==> src/rtl/cpu_log_formatter_if.sv <==
// cpu_log_formatter_if
//   Record-in / character-out bus of the trace-line formatter.
//   Record side : in_valid/in_ready handshake with the record fields
//                 in_kind, in_time, in_pc, in_grf, in_addr, in_data.
//   Char side   : out_valid/out_ready handshake carrying out_char, with
//                 out_last marking the final '#' of each line.
//   slave  modport : the formatter (takes records, produces characters).
//   master modport : the environment (offers records, sinks characters).
interface cpu_log_formatter_if;
  logic        in_valid;
  logic        in_ready;
  logic        in_kind;
  logic [13:0] in_time;
  logic [31:0] in_pc;
  logic [4:0]  in_grf;
  logic [31:0] in_addr;
  logic [31:0] in_data;
  logic        out_valid;
  logic        out_ready;
  logic [7:0]  out_char;
  logic        out_last;

  modport slave (
    input  in_valid, in_kind, in_time, in_pc, in_grf, in_addr, in_data,
    output in_ready,
    output out_valid, out_char, out_last,
    input  out_ready
  );

  modport master (
    output in_valid, in_kind, in_time, in_pc, in_grf, in_addr, in_data,
    input  in_ready,
    input  out_valid, out_char, out_last,
    output out_ready
  );
endinterface

==> src/rtl/cpu_log_formatter.sv <==
// cpu_log_formatter
//   Turns one CPU write-back record into an ASCII trace line, one character
//   per accepted output beat:
//     register write : ^TIME@PC: $GRF <= DATA#
//     memory write   : ^TIME@PC: *ADDR <= DATA#
//   TIME and GRF are decimal without leading zeros (TIME saturates at 9999);
//   PC, ADDR and DATA are 8 lowercase hex digits.
// Ports
//   clk   : clock, all state on rising edge
//   reset : asynchronous, active-low
//   bus   : cpu_log_formatter_if.slave (record input + character output)
module cpu_log_formatter (
  input  logic                  clk,
  input  logic                  reset,
  cpu_log_formatter_if.slave    bus
);

  typedef enum logic [3:0] {
    S_IDLE,
    S_CARET,
    S_TIME,
    S_AT,
    S_PC,
    S_COLON,
    S_SPACE,
    S_SIGIL,
    S_REGNUM,
    S_ADDR,
    S_ARROW,
    S_DATA,
    S_HASH
  } state_t;

  state_t      state;
  state_t      state_nxt;
  logic [2:0]  idx;

  // Record latched on acceptance; decimal fields are stored already
  // converted to BCD so the character mux only selects nibbles.
  logic        kind_r;
  logic [15:0] time_bcd;
  logic [2:0]  time_ndig;
  logic [7:0]  grf_bcd;
  logic [1:0]  grf_ndig;
  logic [31:0] pc_r;
  logic [31:0] addr_r;
  logic [31:0] data_r;

  logic        accept;
  logic        fire;
  logic        last_in_state;
  logic [2:0]  time_pos;
  logic [1:0]  grf_pos;
  logic [3:0]  time_nib;
  logic [3:0]  grf_nib;

  function automatic logic [13:0] sat_time(input logic [13:0] t);
    return (t > 14'd9999) ? 14'd9999 : t;
  endfunction

  function automatic logic [15:0] time_to_bcd(input logic [13:0] t);
    logic [13:0] d3, d2, d1, d0;
    d3 = t / 14'd1000;
    d2 = (t / 14'd100) % 14'd10;
    d1 = (t / 14'd10) % 14'd10;
    d0 = t % 14'd10;
    return {d3[3:0], d2[3:0], d1[3:0], d0[3:0]};
  endfunction

  function automatic logic [2:0] time_digits(input logic [13:0] t);
    if (t >= 14'd1000)     return 3'd4;
    else if (t >= 14'd100) return 3'd3;
    else if (t >= 14'd10)  return 3'd2;
    else                   return 3'd1;
  endfunction

  function automatic logic [7:0] grf_to_bcd(input logic [4:0] g);
    logic [4:0] hi, lo;
    hi = g / 5'd10;
    lo = g % 5'd10;
    return {hi[3:0], lo[3:0]};
  endfunction

  function automatic logic [7:0] dec_char(input logic [3:0] d);
    return 8'h30 + {4'h0, d};
  endfunction

  function automatic logic [7:0] hex_char(input logic [3:0] n);
    // 'a' - 10 = 8'h57
    return (n < 4'd10) ? (8'h30 + {4'h0, n}) : (8'h57 + {4'h0, n});
  endfunction

  // Hex fields go MSB first: digit index 0 is bits [31:28].
  function automatic logic [3:0] nibble(input logic [31:0] w, input logic [2:0] i);
    logic [31:0] sh;
    sh = w >> {3'd7 - i, 2'b00};
    return sh[3:0];
  endfunction

  assign accept = bus.in_valid && (state == S_IDLE);
  assign fire   = (state != S_IDLE) && bus.out_ready;

  // ---- record capture ----
  always_ff @(posedge clk) begin
    if (accept) begin
      kind_r    <= bus.in_kind;
      time_bcd  <= time_to_bcd(sat_time(bus.in_time));
      time_ndig <= time_digits(sat_time(bus.in_time));
      grf_bcd   <= grf_to_bcd(bus.in_grf);
      grf_ndig  <= (bus.in_grf >= 5'd10) ? 2'd2 : 2'd1;
      pc_r      <= bus.in_pc;
      addr_r    <= bus.in_addr;
      data_r    <= bus.in_data;
    end
  end

  // ---- state register and digit index ----
  always_ff @(posedge clk or negedge reset) begin
    if (!reset) begin
      state <= S_IDLE;
      idx   <= 3'd0;
    end else begin
      state <= state_nxt;
      if (state_nxt != state) idx <= 3'd0;
      else if (fire)          idx <= idx + 3'd1;
    end
  end

  // Leading zeros are skipped by offsetting the index, so idx 0 always
  // lands on the first significant digit.
  assign time_pos = idx + (3'd4 - time_ndig);
  assign grf_pos  = idx[1:0] + (2'd2 - grf_ndig);

  always_comb begin
    time_nib = 4'h0;
    case (time_pos)
      3'd0:    time_nib = time_bcd[15:12];
      3'd1:    time_nib = time_bcd[11:8];
      3'd2:    time_nib = time_bcd[7:4];
      3'd3:    time_nib = time_bcd[3:0];
      default: time_nib = 4'h0;
    endcase
  end

  assign grf_nib = grf_pos[0] ? grf_bcd[3:0] : grf_bcd[7:4];

  always_comb begin
    last_in_state = 1'b1;
    case (state)
      S_TIME:   last_in_state = (idx == time_ndig - 3'd1);
      S_REGNUM: last_in_state = (idx[1:0] == grf_ndig - 2'd1);
      S_PC,
      S_ADDR,
      S_DATA:   last_in_state = (idx == 3'd7);
      S_ARROW:  last_in_state = (idx == 3'd3);
      default:  last_in_state = 1'b1;
    endcase
  end

  // ---- next-state logic ----
  always_comb begin
    state_nxt = state;
    if (state == S_IDLE) begin
      if (bus.in_valid) state_nxt = S_CARET;
    end else if (fire && last_in_state) begin
      case (state)
        S_CARET:  state_nxt = S_TIME;
        S_TIME:   state_nxt = S_AT;
        S_AT:     state_nxt = S_PC;
        S_PC:     state_nxt = S_COLON;
        S_COLON:  state_nxt = S_SPACE;
        S_SPACE:  state_nxt = S_SIGIL;
        S_SIGIL:  state_nxt = kind_r ? S_ADDR : S_REGNUM;
        S_REGNUM: state_nxt = S_ARROW;
        S_ADDR:   state_nxt = S_ARROW;
        S_ARROW:  state_nxt = S_DATA;
        S_DATA:   state_nxt = S_HASH;
        S_HASH:   state_nxt = S_IDLE;
        default:  state_nxt = S_IDLE;
      endcase
    end
  end

  // ---- output logic ----
  // Outputs decode from state only, so an asynchronous reset clears
  // out_valid in the same cycle and a stalled character cannot change.
  always_comb begin
    bus.in_ready  = (state == S_IDLE);
    bus.out_valid = (state != S_IDLE);
    bus.out_last  = (state == S_HASH);
    bus.out_char  = 8'h00;
    case (state)
      S_CARET:  bus.out_char = 8'h5e;                    // '^'
      S_TIME:   bus.out_char = dec_char(time_nib);
      S_AT:     bus.out_char = 8'h40;                    // '@'
      S_PC:     bus.out_char = hex_char(nibble(pc_r, idx));
      S_COLON:  bus.out_char = 8'h3a;                    // ':'
      S_SPACE:  bus.out_char = 8'h20;
      S_SIGIL:  bus.out_char = kind_r ? 8'h2a : 8'h24;   // '*' or '$'
      S_REGNUM: bus.out_char = dec_char(grf_nib);
      S_ADDR:   bus.out_char = hex_char(nibble(addr_r, idx));
      S_ARROW: begin                                     // " <= "
        case (idx[1:0])
          2'd1:    bus.out_char = 8'h3c;
          2'd2:    bus.out_char = 8'h3d;
          default: bus.out_char = 8'h20;
        endcase
      end
      S_DATA:   bus.out_char = hex_char(nibble(data_r, idx));
      S_HASH:   bus.out_char = 8'h23;                    // '#'
      default:  bus.out_char = 8'h00;
    endcase
  end

endmodule

==> src/flat_wrapper.sv <==
// flat-port wrapper written by rule: the top's interface ports become plain ports
module cpu_log_formatter_flat 
  (clk, reset, bus_in_valid, bus_in_kind, bus_in_time, bus_in_pc, bus_in_grf, bus_in_addr, bus_in_data, bus_in_ready, bus_out_valid, bus_out_char, bus_out_last, bus_out_ready);
  cpu_log_formatter_if bus_i ();
  input  logic clk;
  input  logic reset;
  input wire logic [$bits(bus_i.in_valid)-1:0] bus_in_valid;
  input wire logic [$bits(bus_i.in_kind)-1:0] bus_in_kind;
  input wire logic [$bits(bus_i.in_time)-1:0] bus_in_time;
  input wire logic [$bits(bus_i.in_pc)-1:0] bus_in_pc;
  input wire logic [$bits(bus_i.in_grf)-1:0] bus_in_grf;
  input wire logic [$bits(bus_i.in_addr)-1:0] bus_in_addr;
  input wire logic [$bits(bus_i.in_data)-1:0] bus_in_data;
  output wire logic [$bits(bus_i.in_ready)-1:0] bus_in_ready;
  output wire logic [$bits(bus_i.out_valid)-1:0] bus_out_valid;
  output wire logic [$bits(bus_i.out_char)-1:0] bus_out_char;
  output wire logic [$bits(bus_i.out_last)-1:0] bus_out_last;
  input wire logic [$bits(bus_i.out_ready)-1:0] bus_out_ready;
  assign bus_i.in_valid = bus_in_valid;
  assign bus_i.in_kind = bus_in_kind;
  assign bus_i.in_time = bus_in_time;
  assign bus_i.in_pc = bus_in_pc;
  assign bus_i.in_grf = bus_in_grf;
  assign bus_i.in_addr = bus_in_addr;
  assign bus_i.in_data = bus_in_data;
  assign bus_in_ready = bus_i.in_ready;
  assign bus_out_valid = bus_i.out_valid;
  assign bus_out_char = bus_i.out_char;
  assign bus_out_last = bus_i.out_last;
  assign bus_i.out_ready = bus_out_ready;
  cpu_log_formatter u_core (.clk(clk), .reset(reset), .bus(bus_i));
endmodule
==> config.mk <==
export PLATFORM = sky130hd
export DESIGN_NAME = cpu_log_formatter_flat
export DESIGN_NICKNAME = d
export VERILOG_FILES = /design/src/rtl/cpu_log_formatter_if.sv /design/src/rtl/cpu_log_formatter.sv /design/src/flat_wrapper.sv
export SDC_FILE = /design/constraint.sdc
export NUM_CORES = 1
export LEC_CHECK = 0
export CORE_MARGIN = 2
export CORE_UTILIZATION = 32
export CTS_CLUSTER_SIZE = 28
export DETAILED_ROUTE_END_ITERATION = 12
export GPL_ROUTABILITY_DRIVEN = 1
export GPL_TIMING_DRIVEN = 0
export PLACE_DENSITY = 0.62
export SYNTH_ARGS = -nofsm -noshare
export SYNTH_HDL_FRONTEND = slang
export SYNTH_SLANG_ARGS = --single-unit
==> constraint.sdc <==
create_clock -name clk -period 5.1 [get_ports clk]
set_clock_uncertainty 0.15 [all_clocks]
set_input_delay 1.53 -clock clk [delete_from_list [all_inputs] [get_ports clk]]
set_output_delay 1.53 -clock clk [all_outputs]
set_load 0.02 [all_outputs]
After elaboration in Yosys (flattened, before gate mapping). Index checks and enable logic that the tools add are counted. W data, S select, Z words.

Mux-type cells: 20. Reduce and logical (&&, ||, !) cells: 9. Div/mod/pow operators: 8. Order comparisons: 8. Eq/ne operators: 22. Shift-type cells: 3. $add $sub $neg: 16.

Operator list (count): $pmux W8 S12 (1); $shr A32 B5 Y4 (3); $mod A14 B4 Y14 const B (3); $pmux W4 S10 (1); $add A6 B4 Y7 const A (5); $add A7 B4 Y8 const A (3); $mux W8 (3); $eq A4 B4 Y1 const B (5); $mux W4 (5); $eq A4 B3 Y1 const B (4); $pmux W4 S4 (1); $div A14 B10 Y14 const B (1); $div A14 B4 Y14 const B (1); $div A14 B7 Y14 const B (1); $ge A14 B10 Y1 const B (1); $ge A14 B4 Y1 const B (1); $ge A14 B7 Y1 const B (1); $gt A14 B14 Y1 const B (1); $mux W14 (1); $lt A4 B4 Y1 const B (3); $pmux W5 S2 (1); $eq A3 B2 Y1 const B (3); $mux W3 (3); $eq A4 B2 Y1 const B (2); 28 further kinds (32).

Logic and storage cells: 96. Output and inout bits: 11. Bits of input ports: 120. Register bits: 133.

Logic depth before layout (Yosys ltp).
Depth after elaboration: 8. Depth in mapped cells: 29. Gate-level depth less buffers: 24.

Least setup slack after synthesis. No wires, ideal clock.

Kind: input to register. Start point: input bus_in_time[12]. End point: register u_core.time_bcd[7], data pin. Library setup time: 254 ps. Buffers on the path: 2. Stages: 25. Required time: 4696 ps. Arrival: 6457 ps. Slack: -1761 ps. Path through: buf_6 -> buf_6 -> nor2b_4 -> a221o_1 -> a32oi_2 -> nand4_1 -> a21oi_1 -> a211oi_4 -> maj3_1 -> a211oi_2 -> o21ai_4 -> inv_2 -> xnor2_1 -> ha_1 -> inv_1 -> o31ai_1 -> maj3_2 -> a211oi_4 -> xnor2_1 -> a21oi_2 -> o31ai_4 -> xnor2_1 -> ha_1 -> a31o_1 -> a21o_1.

Longest elaborated chain between the ends: 4.

Ends and longest elaborated chain: start, declared (RTL line flat_wrapper.sv:9) `input wire logic [$bits(bus_i.in_time)-1:0] bus_in_time;`; $gt A14 B14 Y1 (RTL line cpu_log_formatter.sv:58) `return (t > 14'd9999) ? 14'd9999 : t;`; $mux W14 (*) (RTL line cpu_log_formatter.sv:58); $div A14 B4 Y14 (*) (RTL line cpu_log_formatter.sv:65) `d1 = (t / 14'd10) % 14'd10;`; $mod A14 B4 Y14 (*) (RTL line cpu_log_formatter.sv:65); end signal, assigned (RTL line cpu_log_formatter.sv:107) `time_bcd <= time_to_bcd(sat_time(bus.in_time));`; end, declared (RTL line cpu_log_formatter.sv:41) `logic [15:0] time_bcd;`.

Mark *: on every way between the ends. The rest lies on a longest branch, timed or not. A chain may end at the register's enable or synchronous reset.

Worst setup path after layout.
Start point: input bus_in_time[9]. End point: register u_core.time_bcd[7], data pin.

Same word-level chain as after synthesis.

==> metrics.csv <==
metric,value,unit
status,"finished, violations left",
violations,setup timing,
hold_viol,0,
netlist_area,0.009435,mm2
slew_viol_final,0,
vias,8440,
power.total,0.005953,W
place_inst,1429,
nets,1276,
drtPass1Iterations,5,
grt_antenna_before_repair,1,
placementRows,62,
postCtsHoldBufs,0,
syn_nets,1059,
pwr-share-comb,56.2,%
cts_buffers,17,
crit_buf_inv,7,
synth_xor_area_share,3.992,%
use_met1,22.77,%
met2_usage,30.54,%
die_w,175.7,um
grt_pass1_wl,43.61,mm
wire_per_inst,18.31,um
dieArea,0.03087,mm2
clkPwrFrac,19.5,%
setup_viol,12,
busiest_layer,met2,
synthDistinctLibCells,100,
core,0.02886,mm2
grt-ovfl-total,0,
viasPerCell,5.509,
grt_pass1_vias,8253,
async_flop_share,5.344,%
rsz0062_at_grt,true,
clk_pin_slew,50,ps
cts_buffer_depth,2,
synth_fa_ha_area_share,3.753,%
fin_crit,6428,ps
use_met3,3.398,%
portBuffers,126,
initial_core_util,32.70,%
hp-class,reg2reg,
p_int,0.003628,W
path_max_fanout,10,
mostFrequentLayoutCells,"edfxtp_1 (124), clkdlybuf4s50_1 (117), nand2_1 (72)",
peakVddDrop,0.2344,mV
crit_required,5110,ps
cp.depth,27,
max_freq,155.6,MHz
final_layout_size_suffix_gt1_share,28.77,%
synth_top_family_by_area,compound AO/OA/AOI/OAI gates,
setup_ws,-1328,ps
wl,28.05,mm
h-tree-depth,4,
drcViolationCount,0,
p_leak,4.637,nW
drt-initial-drc-count,824,
synth-simple-area-share,15.02,%
max_stage_delay,350,ps
ant_nets,0,
hpwlAfterDp,19.88,mm
end_kind,flip-flop,
synthMuxAreaShare,10.40,%
fin_crit_sh,126.0,%
synthCells,918,
grt_max_degree,73,
synthFlopType,edfxtp_1,
yosysSeqAreaShare,41.32,%
tritoncts,done,
synth_compound_area_share,20.90,%
tightest_slew,876.8,ps
grt_use_total,17.73,%
holdWs,584.7,ps
path_class,in2reg,
switching_share,39.05,%
critPathSlowestCell,maj3_2,
worstRegToRegCells,9,
clockRootBuffer,clkbuf_16,
area_growth_syn_to_layout,40.49,%
holdPathStages,3,
cts.sinks,131,
sequentialPowerShare,24.3,%
clock_latency,410,ps
synth-edff-count,124,
globalplace.congestion,0.8877,
relSlewSlack,40.93,%
die_h,175.7,um
ios,131,
crit_family,compound AO/OA/AOI/OAI gates,
max_cap_violations,0,
p_sw,0.002325,W
avgSynthCellArea,10.28,um2
p_per_area,449.1,mW/mm2
startpoint_type,input pin,
final_common_cell,edfxtp_1,
worstPathArrival,6440,ps
stdcell_count,1532,
ys_ff_latch,131,
yosys_warnings,0,
## stage by stage
stage	setup TNS, ps	utilization (%)	setup WS (ps)	cell area [um2]
2_1_floorplan	-12250	-	-1515	9602
3_3_place_gp	-160710	39.31	-2801	11340
3_5_place_dp	-34900	39.42	-2920	11380
4_1_cts	-10730	44.81	-1275	12930
5_1_grt	-14270	45.92	-1506	13250
6_report	-11890	45.93	-1328	13260
## cells by family (layout without fill, tap and decap cells)
logic type | Yosys count | count (layout)
AO/OA/AOI/OAI | 268 | 268
XOR/XNOR | 43 | 43
adder cells (fa/ha/maj) | 30 | 30
buffers and inverters | 96 | 325
flip-flops | 131 | 131
multiplexers | 61 | 61
other | 1 | 2
AND/OR/NAND/NOR | 288 | 288
## layer usage
layer	up-vias	wire length, um
met4	2	465
met2	290	13810
li1	4003	-
met5	-	13
met1	4107	12040
met3	38	1716
## cell usage after synthesis (all sizes together) (5+ instances only)
library cell | count | area, um2
a21o | 6 | 45.04
ha | 21 | 262.8
xnor2 | 38 | 332.8
o311ai | 5 | 58.81
edfxtp | 124 | 3724
a21oi | 57 | 289.0
clkbuf | 33 | 123.9
o31ai | 15 | 145.1
or2 | 6 | 37.53
nand3 | 33 | 165.2
o211ai | 14 | 120.1
maj3 | 9 | 91.34
and2 | 9 | 56.30
o21a | 5 | 37.54
mux4 | 28 | 630.6
nand4 | 8 | 50.05
a211oi | 16 | 155.2
mux2 | 10 | 120.1
o21ai | 53 | 280.3
buf | 29 | 180.2
nor2b | 9 | 63.81
a2111oi | 5 | 68.82
inv | 34 | 127.6
or3 | 6 | 37.54
a31o | 5 | 43.79
nor3 | 25 | 125.1
and3 | 7 | 43.79
nor2 | 67 | 256.5
mux2i | 23 | 230.2
o22ai | 13 | 81.33
nand2b | 14 | 87.58
dfrtp | 7 | 175.2
a31oi | 18 | 133.9
a32oi | 5 | 51.30
xor2 | 5 | 43.79
a22oi | 6 | 45.04
nor4 | 10 | 62.56
nand2 | 79 | 301.5
## layout make-up
type / count / area, um2
Timing Repair Buffer: 201 / 1914
Antenna cell: 1 / 2.502
Inverter: 34 / 137.6
Sequential cell: 131 / 3900
Buffer: 59 / 442.9
Clock inverter: 14 / 138.9
Clock buffer: 17 / 425.4
Tap cell: 384 / 480.5
Fill cell: 2602 / 15600
Multi-Input combinational cell: 691 / 5813
## power groups by stage
| stage | registers [W] | clock network [W] | logic, W |
|---|---|---|---|
| after floorplan | 0.00146 | 0 | 0.00204 |
| after global placement | 0.00149 | 0 | 0.00275 |
| after detailed placement | 0.00147 | 0 | 0.00280 |
| after CTS | 0.00145 | 0.00119 | 0.00316 |
| after global routing | 0.00146 | 0.00122 | 0.00364 |
| final | 0.00145 | 0.00116 | 0.00335 |
## registers in the layout, summed over array words and instances, names as in the netlist
register,flops
u_core.addr_r,32
u_core.data_r,32
u_core.pc_r,32
u_core.time_bcd,16
u_core.grf_bcd,6
u_core.state,4
u_core.idx,3
u_core.time_ndig,3
u_core.grf_ndig,2
u_core.kind_r,1
## path summary, 6_finish.rpt
kind                                      startpoint                      endpoint  slack [ps]
setup / recovery                      bus_in_time[9]  u_core.time_bcd[7]$_DFFE_PP_       -1330
hold / removal             u_core.idx[2]$_DFFE_PN0P_     u_core.idx[2]$_DFFE_PN0P_         580
setup reg to reg           u_core.state[3]$_DFF_PN0_     u_core.idx[1]$_DFFE_PN0P_        1580
hold reg to reg            u_core.idx[2]$_DFFE_PN0P_     u_core.idx[2]$_DFFE_PN0P_         580
max in group asynchronous                      reset     u_core.idx[0]$_DFFE_PN0P_        3280
min in group asynchronous                      reset     u_core.state[0]$_DFF_PN0_        1240
## tightest hold or removal path, cell delays in order (launching register included)
cell	delay, ps
dfrtp_1	350
ha_1	130
mux2i_1	60
nor3_1	130
## what timing repair did
action                                  CTS  global route
endpoints found under the setup margin   19            16
resized for setup                       175            52
setup buffers                            54            18
pin swaps                                49            39
cloned                                    2             0
Power figures use the tool's default switching activity.
